--- src/rtl/butterfly_32_in_buf.sv ---
// Ping-pong input row buffer ahead of the 32-point forward butterfly: gathers 4 samples/beat into 4..32-lane rows.
// Optional macro TQ_BUF_ROW_CNT_EN adds o_row_idx / o_blk_last row-within-block tracking.
module butterfly_32_in_buf #(
  parameter int DATA_W   = 27,
  parameter int LANES_IN = 4
) (
  input  logic                     clk,
  input  logic                     rst,
  input  logic                     i_valid,
  output logic                     o_in_ready,
  input  logic [1:0]               i_size,
  input  logic [LANES_IN*DATA_W-1:0] i_data,
  input  logic                     i_flush,
  output logic                     o_valid,
  input  logic                     i_out_ready,
  output logic [32*DATA_W-1:0]     o_data,
  output logic                     o_enable,
  output logic [1:0]               o_size
`ifdef TQ_BUF_ROW_CNT_EN
  ,
  output logic [4:0]               o_row_idx,
  output logic                     o_blk_last
`endif
);

  typedef enum logic [1:0] {EMPTY, FILLING, FULL} bank_state_t;

  bank_state_t       state_q [2];
  bank_state_t       state_d [2];
  logic              wr_bank_q, wr_bank_d;
  logic              rd_bank_q, rd_bank_d;
  logic [2:0]        beat_q, beat_d;
  logic [1:0]        size_q [2];
  logic [DATA_W-1:0] mem_q [2][32];

  logic       accept;
  logic       out_fire;
  logic [1:0] row_size;
  logic       last_beat;

  // Ready depends only on registered bank state, never on i_out_ready.
  assign o_in_ready = (state_q[wr_bank_q] != FULL);
  assign o_valid    = (state_q[rd_bank_q] == FULL);
  assign accept     = i_valid && o_in_ready && !i_flush;
  assign out_fire   = o_valid && i_out_ready;
  assign row_size   = (beat_q == 3'd0) ? i_size : size_q[wr_bank_q];
  assign last_beat  = (beat_q == ((3'd1 << row_size) - 3'd1));

  always_comb begin
    for (int b = 0; b < 2; b++) state_d[b] = state_q[b];
    wr_bank_d = wr_bank_q;
    rd_bank_d = rd_bank_q;
    beat_d    = beat_q;
    if (i_flush) begin
      if (state_q[wr_bank_q] == FILLING) state_d[wr_bank_q] = EMPTY;
      beat_d = 3'd0;
    end else if (accept) begin
      if (last_beat) begin
        state_d[wr_bank_q] = FULL;
        wr_bank_d          = ~wr_bank_q;
        beat_d             = 3'd0;
      end else begin
        state_d[wr_bank_q] = FILLING;
        beat_d             = beat_q + 3'd1;
      end
    end
    // A handshake only ever targets a FULL bank, so it never collides with the write bank.
    if (out_fire) begin
      state_d[rd_bank_q] = EMPTY;
      rd_bank_d          = ~rd_bank_q;
    end
  end

  always_ff @(posedge clk or posedge rst) begin
    if (rst) begin
      for (int b = 0; b < 2; b++) state_q[b] <= EMPTY;
      wr_bank_q <= 1'b0;
      rd_bank_q <= 1'b0;
      beat_q    <= 3'd0;
    end else begin
      for (int b = 0; b < 2; b++) state_q[b] <= state_d[b];
      wr_bank_q <= wr_bank_d;
      rd_bank_q <= rd_bank_d;
      beat_q    <= beat_d;
    end
  end

  always_ff @(posedge clk or posedge rst) begin
    if (rst) begin
      for (int b = 0; b < 2; b++) begin
        size_q[b] <= 2'd0;
        for (int n = 0; n < 32; n++) mem_q[b][n] <= '0;
      end
    end else if (accept) begin
      if (beat_q == 3'd0) size_q[wr_bank_q] <= i_size;
      // Beat 0 also zeroes the lanes beyond this row so short rows present clean upper lanes.
      for (int n = 0; n < 32; n++) begin
        if (n / LANES_IN == int'(beat_q))
          mem_q[wr_bank_q][n] <= i_data[(n % LANES_IN)*DATA_W +: DATA_W];
        else if (beat_q == 3'd0 && n >= (LANES_IN << i_size))
          mem_q[wr_bank_q][n] <= '0;
      end
    end
  end

  always_comb begin
    for (int n = 0; n < 32; n++) o_data[n*DATA_W +: DATA_W] = mem_q[rd_bank_q][n];
  end

  assign o_size   = size_q[rd_bank_q];
  assign o_enable = o_valid && (size_q[rd_bank_q] == 2'd3);

`ifdef TQ_BUF_ROW_CNT_EN
  logic [4:0] row_cnt_q;
  logic [1:0] blk_size_q;
  logic [5:0] row_max;

  assign row_max    = (6'd4 << o_size) - 6'd1;
  // A size change since the last delivered row starts a new block.
  assign o_row_idx  = (o_size != blk_size_q) ? 5'd0 : row_cnt_q;
  assign o_blk_last = o_valid && (o_row_idx == row_max[4:0]);

  always_ff @(posedge clk or posedge rst) begin
    if (rst) begin
      row_cnt_q  <= 5'd0;
      blk_size_q <= 2'd0;
    end else if (out_fire) begin
      blk_size_q <= o_size;
      row_cnt_q  <= (o_row_idx == row_max[4:0]) ? 5'd0 : o_row_idx + 5'd1;
    end
  end
`endif

endmodule

--- config.mk ---
export PLATFORM = sky130hd
export DESIGN_NAME = butterfly_32_in_buf
export DESIGN_NICKNAME = d
export VERILOG_FILES = /design/src/rtl/butterfly_32_in_buf.sv
export SDC_FILE = /design/constraint.sdc
export NUM_CORES = 2
export LEC_CHECK = 0
export ABC_CLOCK_PERIOD_IN_PS = 118900
export CELL_PAD_IN_SITES_DETAIL_PLACEMENT = 1
export CELL_PAD_IN_SITES_GLOBAL_PLACEMENT = 1
export CORE_MARGIN = 2
export CORE_UTILIZATION = 44
export DETAILED_ROUTE_END_ITERATION = 7
export MAX_ROUTING_LAYER = met4
export PLACE_DENSITY_LB_ADDON = 0.1
export SLEW_MARGIN = 10
export SYNTH_ARGS = -nofsm -noshare
export SYNTH_HDL_FRONTEND = slang
export SYNTH_SLANG_ARGS = --single-unit
--- constraint.sdc ---
create_clock -name clk -period 118.9 [get_ports clk]
set_clock_uncertainty 0.05 [all_clocks]
set_input_delay 23.78 -clock clk [delete_from_list [all_inputs] [get_ports clk]]
set_output_delay 23.78 -clock clk [all_outputs]
set_load 0.02 [all_outputs]
==> reports/results.txt <==
The run finished, with violations left. The checks that failed: max-slew violations. Most used flip-flop cell after synthesis: sky130_fd_sc_hd__dfrtp_1. The synthesized design contains 1741 register bits. Initial core utilization: 0.4437. The tools report the number of library cell types mapped by synthesis as 50.

The clock-pin slew of the registers on the worst-case setup and hold paths is 0.06 ns, and the global-route wire length before repair is 410400 µm. The tools report the met3 track demand over resource as 0.06065. The tools report the number of violations reported at the end of detailed-routing iteration 0 as 5022. The met1 usage came out at 0.4815.

Setup repair after global routing left no endpoint under its margin. Once detail routing completed, the nets flagged for antenna violations numbered 0. The clock latency reported for the late side of the worst-skew pair is 0.82 ns, and the net count of the finished layout is 6262. Aggregate global routing overflow: 0. The cell area that synthesis handed to floorplanning was 73380 µm². The number of max-cap violations was 0; the area growth from synthesis to layout was 23.97%.

At the pin with the least slew margin, the transition time is 1.503 ns. The initial antenna violation count was 20. The average instance area after synthesis is 13.39 µm², and the met2 track utilization from global routing is 0.4821. The setup TNS came out at 0 ns. The cell leakage power was 0.04136 µW; the number of buffers inserted during clock tree synthesis was 187. The run gives 0 as the hold violation total from the final report. The pin count of the biggest net entering global routing is 182, and the die width is 412.4 µm.

The cell area power density works out to 21.33 nW/µm². The via count of the first global-routing pass is 54520, and the instance area after placement is 84420 µm². TritonCTS built the clock tree.

The number of synthesized flops with an enable pin came out at 0. STA classifies the critical path endpoint as an output port. The worst hold path belongs to the class register to register.

The first TritonRoute pass finished after 5 iterations. The worst setup path is launched from a register. For the headroom to the max-slew limit, the log shows -0.002055. In the final routed layout, each cell accounts on average for 33.72 µm. The total number of H-tree levels is 4. The worst flop-to-flop path startpoint is wr_bank_q$_DFFE_PP0P_. After detailed placement, the design holds a cell count of 8141.

The run gives 0 as the total of endpoints with negative setup slack in the final report. The part of the cycle the worst path needs is 0.2458. Cell internal power was estimated by the tool at 1290 µW. The startpoint identified for the worst hold timing path is mem_q[1244]$_DFFE_PP0P_. In this run the core area contains 149 standard-cell rows.

984 I/O pins were placed. Timing would allow up to 34.22 MHz. For the required time of the critical path, the log shows 95.07 ns. For the total non-filler cell area in the finished layout, the log shows 90960 µm². The tools report the max-slew violation count as 10.

Once the clock tree was built, the resizer swapped 0 gates to a different size. The critical setup path kind is register to output port. The routed design could run at a clock period as short as 29.23 ns. The clock share of power is 0.317. The detail-routed via count per cell is 6.312, and the half-perimeter wire length of the detailed placement result is 177100 µm. The tree is rooted in a sky130_fd_sc_hd__clkbuf_16. Fraction of registers with async set or reset after synthesis: 1.000. The cell count after synthesis came out at 5480.

The wire length after detailed routing was 286500 µm. Share of total power in combinational logic: 0.306. The run gives 0.3406 as the total routing resource utilization after global routing.

No sink is reached through more buffers than the 3 on the longest clock path. The logs give 165400 µm² for the placeable core region and 1741 for the clock net sink count. The fraction of the yosys area taken by sequential cells was 0.5938; the fraction of final layout cells with drive strength greater than 1 was 0.2255. The non-filler instance count after layout is 8497. Post-CTS timing repair inserted 0 buffers for setup. The Yosys step of the flow raised 0 warnings.

The most critical setup path has its startpoint at rd_bank_q$_DFFE_PP0P_. The die is 412.4 µm tall. The logs give 649.5 µW for the switching component of the power and 53630 for the total number of vias. The remaining routing DRC violations was 0; the share of power burned in registers was 0.377. The number of hold-repair buffers added at the cts stage was 0; the net count after synthesis was 5601. Data arrives at the worst endpoint at 5.40 ns. The count of buffers from port buffering came out at 983. The most heavily used metal layer in global routing is met2.

The run gives 170000 µm² as the area of the die. VDD sags by at most 0.01839 mV. The worst-path maximum fanout was 165.

The switching power as a share of total power is 0.3348, and the final weighted congestion of routability-driven global placement is 0.8559.
[through the flow]
step                      power [µW]  hold slack [ns]    util  worst slack [ns]
final                           1940           0.4234  0.5501             89.67
after global routing            2010           0.4453  0.5500             89.51
after CTS                       1948           0.4296  0.5498             89.71
after detailed placement        1331           0.4162  0.5105             89.72
after global placement          1320           0.4068  0.5105             89.82
after floorplan                 1086           0.3960       -             45.92
[path summary, 6_finish.rpt]
path / endpoint / cells after the start / slack (ns)
max reg2reg: mem_q[1652]$_DFFE_PP0P_ / 7 / 114.26
min: mem_q[1244]$_DFFE_PP0P_ / 2 / 0.42
max in group asynchronous: mem_q[848]$_DFFE_PP0P_ / 7 / 90.74
min reg2reg: mem_q[1244]$_DFFE_PP0P_ / 2 / 0.42
min in group asynchronous: mem_q[1662]$_DFFE_PP0P_ / 2 / 23.40
max: o_data[630] / 5 / 89.67
[worst max-delay path, stage by stage (launching register included)]
cell	delay [ns]
sky130_fd_sc_hd__dfrtp_4	0.90
sky130_fd_sc_hd__buf_12	0.53
sky130_fd_sc_hd__buf_12	0.77
sky130_fd_sc_hd__buf_4	0.84
sky130_fd_sc_hd__mux2_2	0.44
sky130_fd_sc_hd__clkdlybuf4s50_1	0.55
[power groups by stage]
stage | Combinational (µW) | Sequential, µW | Clock, µW
2_1_floorplan | 363 | 723 | 0
3_3_place_gp | 585 | 735 | 0
3_5_place_dp | 590 | 741 | 0
4_1_cts | 593 | 731 | 624
5_1_grt | 618 | 743 | 648
6_report | 593 | 732 | 615
[cell usage after synthesis (all sizes together) (3+ instances only)]
library cell / instances / area [µm²]
mux2: 1088 / 12250
nand2b: 111 / 694.4
and2: 4 / 25.02
inv: 7 / 26.27
nand3: 4 / 20.02
ha: 6 / 75.07
nor2b: 6 / 40.04
o21a: 3 / 22.52
nand2: 344 / 1301
a32o: 324 / 3243
nor2: 10 / 47.54
a22o: 864 / 7567
clkbuf: 417 / 1565
a21oi: 5 / 25.02
o22ai: 3 / 18.77
and3: 4 / 25.02
buf: 180 / 928.4
o21ai: 329 / 1662
dfrtp: 1741 / 43570
a31oi: 3 / 18.77
and3b: 3 / 26.28
[layout make-up]
class	instances	area (µm²)
Antenna cell	15	37.54
Clock buffer	274	5460
Clock inverter	67	1045
Fill cell	16020	74400
Inverter	7	33.78
Multi-Input combinational cell	3135	27510
Sequential cell	1741	43570
Tap cell	2189	2739
Timing Repair Buffer	1069	10560
[sequential cells by signal (all words and copies together) (netlist names)]
| register | cells |
|---|---|
| rd_bank_q | 1 |
| beat_q | 3 |
| state_q | 4 |
| size_q | 4 |
| wr_bank_q | 1 |
| mem_q | 1728 |
[placed cells by master (no fill, tap or decap), types with 46 or more instances in the layout]
master	count
sky130_fd_sc_hd__nand2_1	335
sky130_fd_sc_hd__nand2b_1	111
sky130_fd_sc_hd__a32o_1	324
sky130_fd_sc_hd__dfrtp_1	1739
sky130_fd_sc_hd__mux2_1	88
sky130_fd_sc_hd__o21ai_0	279
sky130_fd_sc_hd__a22o_1	864
sky130_fd_sc_hd__clkdlybuf4s50_1	983
sky130_fd_sc_hd__mux2_2	1000
sky130_fd_sc_hd__o21ai_1	46
sky130_fd_sc_hd__buf_4	80
sky130_fd_sc_hd__clkbuf_16	190
[logic make-up (layout without fill, tap and decap cells)]
logic type / after synthesis / in the layout / synth area share
simple gates: 497 / 497 / 0.03100
buf+inv: 604 / 1417 / 0.03434
fa+ha+maj: 6 / 6 / 0.001023
xor+xnor: 2 / 2 / 0.0002388
compound gates: 1540 / 1540 / 0.1724
flops: 1741 / 1741 / 0.5938
other cells: 0 / 15 / 0
mux: 1090 / 1090 / 0.1672
[layer usage]
layer / part of all wire / up-vias
li1: - / 21780
met1: 0.44 / 29190
met2: 0.44 / 2245
met3: 0.074 / 412
met4: 0.049 / 0
met5: 0 / -
Power figures use the tool's default switching activity.
